<file path="config.mk">
export PLATFORM = sky130hd
export DESIGN_NAME = multdiv_iter
export DESIGN_NICKNAME = d
export VERILOG_FILES = /design/src/rtl/multdiv_iter.sv
export SDC_FILE = /design/constraint.sdc
export NUM_CORES = 1
export LEC_CHECK = 0
export ABC_AREA = 1
export ABC_CLOCK_PERIOD_IN_PS = 3500
export CAP_MARGIN = 20
export CORE_UTILIZATION = 25
export CTS_CLUSTER_DIAMETER = 50
export DETAILED_ROUTE_END_ITERATION = 6
export DONT_BUFFER_PORTS = 1
export GPL_TIMING_DRIVEN = 0
export PLACE_DENSITY = 0.42
export SYNTH_ARGS = -nofsm -noshare
export SYNTH_HDL_FRONTEND = slang
export SYNTH_SLANG_ARGS = --single-unit
</file>
<file path="constraint.sdc">
create_clock -name clock -period 3.5 [get_ports clock]
set_input_delay 0.35 -clock clock [delete_from_list [all_inputs] [get_ports clock]]
set_output_delay 0.35 -clock clock [all_outputs]
set_load 0.01 [all_outputs]
</file>
<file path="src/rtl/multdiv_iter.sv">
// Iterative signed multiply/divide unit: radix-2 shift-add multiply and restoring
// divide on operand magnitudes, fixed DATA_WIDTH+1 cycle latency, sign fix-up at the end.
module multdiv_iter #(
    parameter int unsigned DATA_WIDTH = 32
) (
    input  logic                  clock,
    input  logic                  reset,
    input  logic                  ctrl_MULT,
    input  logic                  ctrl_DIV,
    input  logic [DATA_WIDTH-1:0] data_operandA,
    input  logic [DATA_WIDTH-1:0] data_operandB,
    output logic [DATA_WIDTH-1:0] data_result,
    output logic                  data_exception,
    output logic                  data_resultRDY,
    output logic                  busy
);

    localparam int unsigned W     = DATA_WIDTH;
    localparam int unsigned PW    = 2 * DATA_WIDTH;
    localparam int unsigned CNT_W = $clog2(DATA_WIDTH + 1);

    typedef enum logic [1:0] {
        IDLE,
        RUN,
        DONE
    } state_t;

    state_t             state_q, state_d;
    logic               op_div_q, op_div_d;
    logic               sign_q, sign_d;
    logic [W-1:0]       a_mag_q, a_mag_d;
    logic [W-1:0]       b_mag_q, b_mag_d;
    logic [PW-1:0]      p_q, p_d;
    logic [CNT_W-1:0]   cnt_q, cnt_d;
    logic [W-1:0]       result_q, result_d;
    logic               exc_q, exc_d;
    logic               rdy_q, rdy_d;
    logic               busy_q, busy_d;

    logic               start;
    logic [W-1:0]       abs_a, abs_b;
    logic [W:0]         mul_sum;
    logic [PW-1:0]      mul_next;
    logic [W:0]         rem_shift;
    logic [W:0]         rem_sub;
    logic               div_ge;
    logic [W-1:0]       rem_new;
    logic [PW-1:0]      div_next;
    logic [PW-1:0]      prod_s;
    logic [W-1:0]       quo;
    logic [W-1:0]       quo_s;
    logic [W:0]         prod_top;

    function automatic logic [W-1:0] magnitude(input logic [W-1:0] x);
        return x[W-1] ? W'(-x) : x;
    endfunction

    assign start = ctrl_MULT | ctrl_DIV;
    assign abs_a = magnitude(data_operandA);
    assign abs_b = magnitude(data_operandB);

    // Datapath: p_q holds {acc_hi, multiplier} for multiply, {remainder, dividend/quotient} for divide.
    always_comb begin
        mul_sum   = {1'b0, p_q[PW-1:W]} + (p_q[0] ? {1'b0, a_mag_q} : (W+1)'(0));
        mul_next  = {mul_sum, p_q[W-1:1]};
        rem_shift = {p_q[PW-1:W], p_q[W-1]};
        div_ge    = rem_shift >= {1'b0, b_mag_q};
        rem_sub   = rem_shift - {1'b0, b_mag_q};
        rem_new   = div_ge ? W'(rem_sub) : W'(rem_shift);
        div_next  = {rem_new, p_q[W-2:0], div_ge};
        prod_s    = sign_q ? PW'(-p_q) : p_q;
        prod_top  = prod_s[PW-1:W-1];
        quo       = p_q[W-1:0];
        quo_s     = sign_q ? W'(-quo) : quo;
    end

    // Next-state and registered-output logic; a start pulse preempts everything else.
    always_comb begin
        state_d  = state_q;
        op_div_d = op_div_q;
        sign_d   = sign_q;
        a_mag_d  = a_mag_q;
        b_mag_d  = b_mag_q;
        p_d      = p_q;
        cnt_d    = cnt_q;
        result_d = result_q;
        exc_d    = exc_q;
        rdy_d    = 1'b0;

        if (start) begin
            state_d  = RUN;
            op_div_d = ~ctrl_MULT;
            sign_d   = data_operandA[W-1] ^ data_operandB[W-1];
            a_mag_d  = abs_a;
            b_mag_d  = abs_b;
            cnt_d    = '0;
            p_d      = {W'(0), ctrl_MULT ? abs_b : abs_a};
        end else begin
            case (state_q)
                RUN: begin
                    if (cnt_q < CNT_W'(W)) begin
                        p_d   = op_div_q ? div_next : mul_next;
                        cnt_d = cnt_q + CNT_W'(1);
                    end else begin
                        state_d = DONE;
                        rdy_d   = 1'b1;
                        if (op_div_q) begin
                            if (b_mag_q == '0) begin
                                result_d = '0;
                                exc_d    = 1'b1;
                            end else begin
                                result_d = quo_s;
                                // Only +2^(W-1) (most-negative / -1) is unrepresentable.
                                exc_d    = ~sign_q & quo[W-1];
                            end
                        end else begin
                            result_d = prod_s[W-1:0];
                            exc_d    = ~((&prod_top) | ~(|prod_top));
                        end
                    end
                end
                DONE:    state_d = IDLE;
                default: state_d = IDLE;
            endcase
        end

        busy_d = (state_d != IDLE);
    end

    always_ff @(posedge clock or negedge reset) begin
        if (!reset) begin
            state_q  <= IDLE;
            op_div_q <= 1'b0;
            sign_q   <= 1'b0;
            a_mag_q  <= '0;
            b_mag_q  <= '0;
            p_q      <= '0;
            cnt_q    <= '0;
            result_q <= '0;
            exc_q    <= 1'b0;
            rdy_q    <= 1'b0;
            busy_q   <= 1'b0;
        end else begin
            state_q  <= state_d;
            op_div_q <= op_div_d;
            sign_q   <= sign_d;
            a_mag_q  <= a_mag_d;
            b_mag_q  <= b_mag_d;
            p_q      <= p_d;
            cnt_q    <= cnt_d;
            result_q <= result_d;
            exc_q    <= exc_d;
            rdy_q    <= rdy_d;
            busy_q   <= busy_d;
        end
    end

    assign data_result    = result_q;
    assign data_exception = exc_q;
    assign data_resultRDY = rdy_q;
    assign busy           = busy_q;

endmodule
</file>
# Word-level counts from Yosys, hierarchy flattened
# Index checks and enable logic that the tools add are counted.
dict set report word_totals {
  ff_bits 173
  latch_bits 0
  ram_bits 0
  mem_bits_ro 0
  word_cells 63
  memories 0
}
dict set report op_classes {
  n_addsub 7
  n_mul 0
  n_div 0
  magnitude_cmp 2
  eq_ne 1
  n_shift 0
  muxes 24
  bitwise 10
  reduce_logical 8
}
# cell n
set op_table {}
lappend op_table {{64-bit 2-to-1 mux} 5}
lappend op_table {{32-bit 2-to-1 mux} 8}
lappend op_table {{32-bit negation} 3}
lappend op_table {{64-bit negation} 1}
lappend op_table {{32-bit by 32-bit adder with 33-bit output} 1}
lappend op_table {{33-bit by 32-bit greater-or-equal comparator with 1-bit output} 1}
lappend op_table {{33-bit AND reduction} 1}
lappend op_table {{33-bit OR reduction} 1}
lappend op_table {{32-bit zero test} 1}
lappend op_table {{32-bit subtractor} 1}
lappend op_table {{6-bit 2-to-1 mux} 3}
lappend op_table {{6-bit by 1-bit adder with 6-bit output (second input constant)} 1}
lappend op_table {{6-bit < comparator (second input constant)} 1}
lappend op_table {{2-bit 2-to-1 mux} 3}
lappend op_table {{1-bit NOT} 6}
lappend op_table {{2-bit nonzero test} 3}
lappend op_table {{1-bit 2-to-1 mux} 5}
lappend op_table {{3-bit AND reduction} 1}
lappend op_table {{2-bit by 1-bit == test with 1-bit output (second input constant)} 1}
lappend op_table {{1-bit OR} 2}
lappend op_table {{2-bit AND reduction} 1}
lappend op_table {{1-bit bitwise AND} 1}
lappend op_table {{1-bit XOR} 1}

# Depth between registers and ports, before layout
# Gate-level depths: netlist of the first run.
dict set report logic_depth {
  depth_word 7
  ltp_mapped 21
  mapped_depth_nobuf 19
}

# Worst setup path after synthesis of the first run
# No wires, ideal clock.
dict set report synth_timing {
  path_kind {register to register}
  start {register p_q[0]}
  end {register p_q[53]}
  setup_ns 0.066
  arrival_time_ns 2.642
  setup_slack_ns 0.792
  stages_incl_launch_ff 21
  n_path_buf 2
  synth_period_minus_slack_ns 2.708
  cell_sequence {dfrtp_1 > buf_6 > clkbuf_1 > nand2_1 > inv_1 > ha_1 > inv_1 > fa_1 > o21ai_1 > nand2_1 > nand2_1 > nand3_1 > nand2_1 > nand2_1 > nand2_1 > nand2_1 > o21ai_0 > a21oi_1 > o21ai_0 > nand3_1 > nand2_1}
}
dict set report synth_between {
  elab_chain_cells 6
}
# item line
set synth_rtl {}
lappend synth_rtl {{from (decl)} 33} ;# logic [PW-1:0] p_q, p_d;
lappend synth_rtl {{from (signal assigned)} 149} ;# p_q <= p_d;
lappend synth_rtl {{32-bit 2-to-1 mux} 64} ;# mul_sum = {1'b0, p_q[PW-1:W]} + (p_q[0] ? {1'b0, a_mag_q} : (W+1)'(0));
lappend synth_rtl {{32-bit by 32-bit adder with 33-bit output} 64}
lappend synth_rtl {{64-bit 2-to-1 mux} 102} ;# p_d = op_div_q ? div_next : mul_next;
lappend synth_rtl {{64-bit 2-to-1 mux} 101} ;# if (cnt_q < CNT_W'(W)) begin
lappend synth_rtl {{64-bit 2-to-1 mux} 99} ;# case (state_q)
lappend synth_rtl {{64-bit 2-to-1 mux} 90} ;# if (start) begin
# No other way between the ends. The select of a mux whose other input is x is not followed.
# A chain may end at the register's enable or synchronous reset.

# Worst setup path after layout of the first run
dict set report layout_timing {
  start {register p_q[58]}
  end {register p_q[59]}
}
dict set report layout_between {
  elab_chain_cells 6
  word_cells_on_any_way 8
  cone_classes {add/sub: 2; order compare: 1; mux: 5}
}
# item line
set layout_rtl {}
lappend layout_rtl {{32-bit subtractor or 33-bit by 32-bit greater-or-equal comparator with 1-bit output (tied branches)} {68, 67}}
lappend layout_rtl {{32-bit 2-to-1 mux} 69} ;# rem_new = div_ge ? W'(rem_sub) : W'(rem_shift);
lappend layout_rtl {{64-bit 2-to-1 mux (*)} 102}
lappend layout_rtl {{64-bit 2-to-1 mux (*)} 101}
lappend layout_rtl {{64-bit 2-to-1 mux (*)} 99}
lappend layout_rtl {{64-bit 2-to-1 mux (*)} 90}
# Every way passes the cells marked *; elsewhere a longest branch is shown, timed or not. The select of a mux whose other input is x is not followed.

==> results of run 1 <==
==> what timing repair did <==
item / in CTS / in global routing
setup endpoints to repair: 0 / 11
hold endpoints to repair: 173 / 173
resized for setup: 0 / 11
==> registers in the layout, indices dropped and copies added, names as in the netlist <==
register,count
p_q,64
a_mag_q,32
b_mag_q,32
data_result,32
cnt_q,6
state_q,2
busy,1
data_exception,1
data_resultRDY,1
op_div_q,1
sign_q,1
==> through the flow <==
step	setup WS, ps	hold WS, ps	cells	util	total power, mW
6_report	106	-470	3455	0.280	7.19
5_1_grt	8.88	-488	3455	0.280	7.58
4_1_cts	93.1	-491	3453	0.280	7.18
3_5_place_dp	116	59.3	3421	0.270	5.10
3_3_place_gp	51.8	58.3	3421	0.270	5.10
2_1_floorplan	792	54.4	2575	-	4.08
==> path summary, 6_finish.rpt <==
| path | cells after the start | end | slack, ps |
|---|---|---|---|
| min | 0 | p_q[5] | -470 |
| max | 15 | p_q[59] | 110 |
| max in group asynchronous | 0 | p_q[57] | 3590 |
| min reg2reg | 2 | a_mag_q[25] | 480 |
| max reg2reg | 15 | p_q[59] | 110 |
| min in group clock | 2 | b_mag_q[0] | 30 |
==> layout by cell type, fill, tap and decap left out, types with 7 or more instances in the layout <==
cell / netlist / layout
sky130_fd_sc_hd__nor2_2: 7 / 7
sky130_fd_sc_hd__nor3_1: 26 / 26
sky130_fd_sc_hd__ha_1: 68 / 66
sky130_fd_sc_hd__o21ai_1: 12 / 14
sky130_fd_sc_hd__inv_1: 314 / 314
sky130_fd_sc_hd__buf_2: 13 / 13
sky130_fd_sc_hd__o211ai_1: 7 / 7
sky130_fd_sc_hd__nand3_1: 166 / 166
sky130_fd_sc_hd__nand3b_1: 12 / 12
sky130_fd_sc_hd__a31oi_1: 9 / 9
sky130_fd_sc_hd__nand2_1: 711 / 711
sky130_fd_sc_hd__nor4_1: 11 / 11
sky130_fd_sc_hd__or2_2: 13 / 13
sky130_fd_sc_hd__a21oi_1: 145 / 144
sky130_fd_sc_hd__dfrtp_1: 173 / 172
sky130_fd_sc_hd__a21o_1: 10 / 10
sky130_fd_sc_hd__nand4_1: 55 / 55
sky130_fd_sc_hd__clkbuf_16: 0 / 17
sky130_fd_sc_hd__nor2_1: 302 / 302
sky130_fd_sc_hd__xor2_1: 70 / 70
sky130_fd_sc_hd__nand2_2: 10 / 10
sky130_fd_sc_hd__xnor2_1: 24 / 24
sky130_fd_sc_hd__o21ai_0: 268 / 265
sky130_fd_sc_hd__clkbuf_1: 60 / 59
sky130_fd_sc_hd__buf_1: 7 / 7
==> kinds of logic (layout without fill, tap and decap cells) <==
| family | after synthesis | in the layout | synth area share |
|---|---|---|---|
| other | 0 | 2 | 0 |
| adder cells (fa/ha/maj) | 70 | 70 | 0.0557 |
| flip-flops | 173 | 173 | 0.271 |
| XOR/XNOR | 94 | 94 | 0.0515 |
| AO/OA/AOI/OAI | 502 | 502 | 0.171 |
| AND/OR/NAND/NOR | 1334 | 1334 | 0.354 |
| buffers and inverters | 402 | 434 | 0.0970 |
==> routing by layer <==
layer | wire, um | global-route usage | part of all wire | vias up
li1 | - | - | - | 8443
met1 | 34700 | 0.321 | 0.44 | 8371
met2 | 35800 | 0.397 | 0.45 | 626
met3 | 4950 | 0.0370 | 0.062 | 132
met4 | 3970 | 0.122 | 0.050 | 0
met5 | 0 | 0 | 0 | -
==> power breakdown <==
group	internal [mW]	switching, mW	total [mW]
clock	0.985	1.09	2.08
sequential	2.18	0.302	2.48
combinational	0.748	1.89	2.64
==> area by class of cell <==
| type | instances | area (um2) |
|---|---|---|
| Sequential cell | 173 | 4330 |
| Clock buffer | 17 | 425 |
| Antenna cell | 2 | 5.00 |
| Inverter | 318 | 1190 |
| Buffer | 84 | 359 |
| Multi-Input combinational cell | 2000 | 10100 |
| Clock inverter | 15 | 203 |
| Tap cell | 846 | 1060 |
| Fill cell | 7153 | 45500 |
==> reports/results.txt, run 1 <==
The die covers 65000 um2. Category of the critical setup timing path: reg -> reg. After synthesis, the most frequently instantiated cells are sky130_fd_sc_hd__nand2_1 (711), sky130_fd_sc_hd__inv_1 (314), sky130_fd_sc_hd__nor2_1 (302). The fraction of the cycle the final worst path needs works out to 0.970.

After clock tree synthesis, the setup repair step added 0 buffers. Count of routing violations after the opening detailed-route iteration: 1595. Detailed placement ended at an HPWL of 66600 um. The clock net in this run drives a total of 173 sinks. The via count came out at 17572. The worst-case IR drop observed on VDD is 369 uV. The final reports fail on hold timing.

The number of flops mapped to enable cells by yosys came out at 0. By instance count, the leading cell after synthesis is sky130_fd_sc_hd__nand2_1. Across the run, the number of max-cap violations was 0. Setup violations remaining at the end of the flow were counted as 0. Number of buffers created by CTS: 17.

In this run the worst setup path begins at p_q[58]. The total of buffers placed on input and output ports came out at 0. The number of cells produced by synthesis is 2575, and the clock insertion delay at the later pin of the skew report is 510 ps. The final period demand of the worst path is 3390 ps. Number of buffer and inverter stages on the critical path: 2.

The total nets after synthesis is 2713, and the post-synthesis instance area is 16000 um2. The overall die height was 255 um. The fraction of final layout cells sized beyond drive strength 1 was 0.0437.

The final worst clock skew came out at 18.2 ps. Of all nets on the critical path, the largest fanout is 10. The fraction of registers with async set/reset works out to 1.00. The cell at the slowest stage of the critical path was sky130_fd_sc_hd__dfrtp_1. For the starting density of the core, the log shows 0.253.

The flow ran to the end, but the final reports show violations. The tools report the count of final hold-check violations as 173. The tools report the highest clock rate as 295 MHz. Ranked by total cell area, the synthesized netlist is headed by sky130_fd_sc_hd__dfrtp_1 (27%), sky130_fd_sc_hd__nand2_1 (17%), sky130_fd_sc_hd__o21ai_0 (8.4%). The combined global-route utilization of all metal layers came out at 0.247.

The worst setup path is captured at a flip-flop. Top cell type's share of synthesized area: 0.271. TritonCTS built the clock tree.

After detailed routing, the average wire length per cell comes to 23.0 um. The signal on the critical path passes through ha_1, nand2_2, nor2_2, nand4_1, nor2_1, a21oi_1, nor2_1, nor3_4, nand2_4, buf_6, inv_1, nand2_1, nand3_1, nand2_1, nand2_1. The clock slew seen by the registers of the worst setup and hold paths works out to 80 ps. The run gives 0 as the number of pins exceeding their max-slew limit in the final report. Before antenna repair, the detailed router went through 5 iterations. The logs give 3790 ps for the data arrival time of the critical path and 0.224 for the headroom to the max-slew limit. Dividing the detail-routed via count by the number of cells gives 5.09.

For the first-pass GRT wire length, the log shows 115000 um. STA classifies the critical path startpoint as a flip-flop. For this run, the post-layout net count is 2732. Cell class contributing the biggest share of worst-path delay: simple AND/OR/NAND/NOR gates. The tools report the core box area as 63200 um2. The run gives 3900 ps as the required time reported for the critical path endpoint. Synthesis inferred 173 register bits. The tools report the number of warning messages in the yosys log as 0. The synthesized design spends more area on one cell type than any other, namely sky130_fd_sc_hd__dfrtp_1.

The maximum buffer depth of the clock tree was 2; the power density of the placed cells was 406 nW/um2. At the end of routability-driven placement, the weighted congestion stood at 0.988. Each instance of the synthesized netlist takes up on average 6.21 um2. After routing the design area is 17700 um2. The worst hold slack was -470 ps. The launch point of the worst reg-to-reg path was p_q[58]. The most frequently used flop master after synthesis is sky130_fd_sc_hd__dfrtp_1.

The logs give 4 for the H-tree level count and 58 for the count of different cell masters after synthesis. The min-delay analysis places its worst path in the category in -> async. After floorplanning, the core was divided into 92 placement rows. The largest single stage delay on the critical path is 560 ps.

In this run the static leakage power is 8.65 nW. Setup repair after global routing left no endpoint under its margin. The tools report the cell chosen for the clock root as sky130_fd_sc_hd__clkbuf_16. After detailed placement, the total cell area comes to 17100 um2. After detailed routing, the total wire length is 79400 um.

The floorplan step set the die width to 255 um. Compared with the post-synthesis result, the final layout area differs by 10.7%. Summed over all failing endpoints, the final setup total negative slack is 0 ps. The run gives 17187 as the number of global-route vias before repair. For the pin with the worst max-slew slack, the measured transition is 1160 ps. The initial antenna violation count was 1; the largest net degree at the start of global routing was 174. Summed over all layers, the global routing overflow is 0.

In this design, the critical path's most frequently occurring cell is sky130_fd_sc_hd__nand2_1. The logs give 0.271 for the share of synthesized area occupied by flip-flops and latches and 0 for the count of antenna-violating nets left after detailed routing. After detailed routing, the number of remaining DRC violations is 0.

The number of top-level pins is 103.
(Power assumes the default switching activity.)
==> inputs of run 2 (changes only) <==
- ABC_CLOCK_PERIOD_IN_PS: 3500 -> 4000
- RECOVER_POWER: unset -> 25
- SETUP_SLACK_MARGIN: unset -> 0.2
- clock period: 3.5 -> 4 ns (I/O delays scaled with it)
==> reports/results.txt, run 2 (synthesized netlist as in run 1, its figures left out) <==
The largest fanout on the critical path is 10, and the data arrival time of the critical path is 3860 ps. Setup violations remaining at the end of the flow were counted as 0. The area growth from synthesis to layout is 10.6%. The fraction of the cycle the final worst path needs was 0.866; the initial antenna violation count was 1.

In this design, the critical path's most frequently occurring cell is sky130_fd_sc_hd__nand2_1. Fraction of final layout cells sized beyond drive strength 1: 0.0418. The first detailed-routing pass took 5 iterations. The setup slack on the worst flop-to-flop path was 540 ps. The path class of the lowest-slack min-delay path is in -> async. For the clock share of power, the log shows 0.288.

The run gives 17567 as the via count. The tools report the combinational cell fraction of total power as 0.366. For the headroom to the max-slew limit, the log shows 0.239. The required time reported for the critical path endpoint came out at 4400 ps. Top register by number of flip-flops: p_q. Traced cell by cell, the critical path runs through ha_1, nand2_2, nor2_2, nand4_1, nor2_1, a21oi_1, nor2_1, nor3_4, nand2_4, buf_6, inv_1, nand2_1, nand3_1, nand2_1, nand2_1. For this run, the post-layout net count is 2732. The worst setup path is launched from a flip-flop. The final period demand of the worst path is 3460 ps, and the count of antenna-violating nets left after detailed routing is 0. At the later pin of the worst-skew pair, clock insertion delay measures 510 ps. The clock net in this run drives a total of 173 sinks.

The clock slew seen by the registers of the worst setup and hold paths was 80 ps; the overall die height was 255 um. For the final routed database, the setup TNS stands at 0 ps. The tools report the number of pins exceeding their max-slew limit in the final report as 0.

The average wire length per cell after detail routing works out to 23.0 um. The combined global-route utilization of all metal layers is 0.247, and the proportion of total power due to net switching is 0.456. The fraction of power consumed by sequential logic is 0.346, and the routed wire length is 79300 um.

The internal power consumption came out at 3.42 mW. The power spent charging and discharging nets came out at 2.87 mW. The count of final hold-check violations is 173, and the number of top-level pins is 103. The flow ran to the end, but the final reports show violations.

The clock passes through at most 2 buffers. The count of cells along the worst register-to-register path is 15, and the count of fill cells added during filler insertion is 7153. The highest clock rate is 289 MHz. Together, buffers and inverters on the worst path number 2.

The overall die width is 255 um. For this design the ratio of total power to cell area is 356 nW/um2. The delay contributed by the slowest stage of the critical path was 600 ps; the sequential cell area in the final layout was 4330 um2.

Entering global routing, the biggest net connects 174 pins. The number of buffers created by CTS came out at 17. TritonCTS built the clock tree. The detailed router finished its first iteration with 1565 violations. The H-tree was split into 4 levels.

The post-detailed-route via-to-cell ratio works out to 5.08. Setup repair after global routing left no endpoint under its margin. After global routing the overflow that remains totals 0. The congestion estimate from routability-driven global placement came to 0.988.

The worst register-to-register path ends at p_q[59]. The core box area is 63200 um2, and the starting density of the core is 0.253. The tree is rooted in a sky130_fd_sc_hd__clkbuf_16. The count of cell instances traversed by the critical path was 15. In the routed design, unresolved DRC markers number 0. The commonest non-fill, non-tap cell in the layout was sky130_fd_sc_hd__nand2_1.

After legalization and detailed placement, the total HPWL measured 66600 um. The final reports fail on hold timing. The floorplan step defined a die boundary enclosing 65000 um2. During placement, the flow inserted port buffers numbering 0.

The number of global-route vias before repair was 17187. The register with the most flip-flops in the layout has 64 of them. In this run the static leakage power is 8.66 nW. The cell class contributing the biggest share of worst-path delay was simple AND/OR/NAND/NOR gates.

Maximum ir drop on the vdd rail: 322 uV. Max-cap violations in this run came to 0. In this run the critical register-to-register path is launched from p_q[57]. The first-pass GRT wire length was 115000 um. The nature of the critical path endpoint was a flip-flop. The run gives -418 ps as the worst hold slack. In the layout the commonest cells are sky130_fd_sc_hd__nand2_1 (711), sky130_fd_sc_hd__inv_1 (314), sky130_fd_sc_hd__nor2_1 (302), sky130_fd_sc_hd__o21ai_0 (268), sky130_fd_sc_hd__dfrtp_1 (173). The slowest stage of the critical path is the sky130_fd_sc_hd__dfrtp_1 cell. The floorplan has 92 rows.

The multi-input combinational cells in the finished layout cover a total of 10100 um2. For the final worst clock skew, the log shows 19.0 ps. The critical path in this run is classified as reg -> reg. For the pin with the worst max-slew slack, the measured transition is 1140 ps.
[run 2: cell count changes in the layout (fill, tap and decap cells not counted), moves of 2 or more]
cell / before / now
sky130_fd_sc_hd__ha_1: 66 / 68
sky130_fd_sc_hd__ha_2: 2 / 0
sky130_fd_sc_hd__o21ai_0: 265 / 268
sky130_fd_sc_hd__o21ai_1: 14 / 12
[run 2: worst register-to-register path: stages (launching register included)]
cell                      delay [ps]
sky130_fd_sc_hd__dfrtp_1         600
sky130_fd_sc_hd__ha_1            510
sky130_fd_sc_hd__nand2_2         110
sky130_fd_sc_hd__nor2_2          310
sky130_fd_sc_hd__nand4_1         270
sky130_fd_sc_hd__nor2_1          220
sky130_fd_sc_hd__a21oi_1         120
sky130_fd_sc_hd__nor2_1          190
sky130_fd_sc_hd__nor3_4          110
sky130_fd_sc_hd__nand2_4         130
sky130_fd_sc_hd__buf_6           180
sky130_fd_sc_hd__inv_1           180
sky130_fd_sc_hd__nand2_1         170
sky130_fd_sc_hd__nand3_1          90
sky130_fd_sc_hd__nand2_1         110
sky130_fd_sc_hd__nand2_1          50
[run 2: routing by layer]
| metal | vias to the layer above | track usage | part of all wire |
|---|---|---|---|
| met3 | 126 | 0.0370 | 0.057 |
| li1 | 8450 | - | - |
| met1 | 8403 | 0.321 | 0.44 |
| met5 | - | 0 | 0 |
| met4 | 0 | 0.122 | 0.049 |
| met2 | 588 | 0.397 | 0.45 |
[run 2: power by group through the flow]
stage / registers (mW) / logic [mW] / clock network [mW]
6_report: 2.18 / 2.30 / 1.81
5_1_grt: 2.19 / 2.52 / 1.91
4_1_cts: 2.16 / 2.27 / 1.85
3_5_place_dp: 2.20 / 2.26 / 0
3_3_place_gp: 2.20 / 2.27 / 0
2_1_floorplan: 2.07 / 1.50 / 0
[run 2: stage by stage]
step | util | instance area, um2 | power [mW] | setup slack [ps] | std cells
4_1_cts | 0.280 | 17700 | 6.28 | 593 | 3453
3_5_place_dp | 0.270 | 17100 | 4.46 | 616 | 3421
2_1_floorplan | - | 16000 | 3.57 | 1290 | 2575
6_report | 0.280 | 17700 | 6.29 | 537 | 3455
3_3_place_gp | 0.270 | 17100 | 4.46 | 552 | 3421
5_1_grt | 0.280 | 17700 | 6.63 | 373 | 3455
[run 2: how the worst max path moves through the flow]
stage | from | slack, ps | to
after detailed placement | p_q[0] | 620 | p_q[47]
after global placement | p_q[57] | 550 | p_q[57]
final | p_q[57] | 540 | p_q[59]
after global routing | p_q[0] | 370 | p_q[47]
after CTS | p_q[0] | 590 | p_q[49]
after floorplan | p_q[0] | 1290 | p_q[53]
[run 2: cell type report]
class,count,area share
buffer,84,0.0203
antenna,2,0.000283
tap,846,0.0598
clock buffer,17,0.0240
clock inverter,15,0.0115
sequential,173,0.245
inverter,318,0.0675
multi-input combinational,2000,0.572
[run 2: repair_timing]
item / CTS / global route
buffers inserted: 0 / 0
gates resized for setup: 0 / 2
endpoints found under the setup margin: 0 / 1
endpoints found under the hold margin: 173 / 173
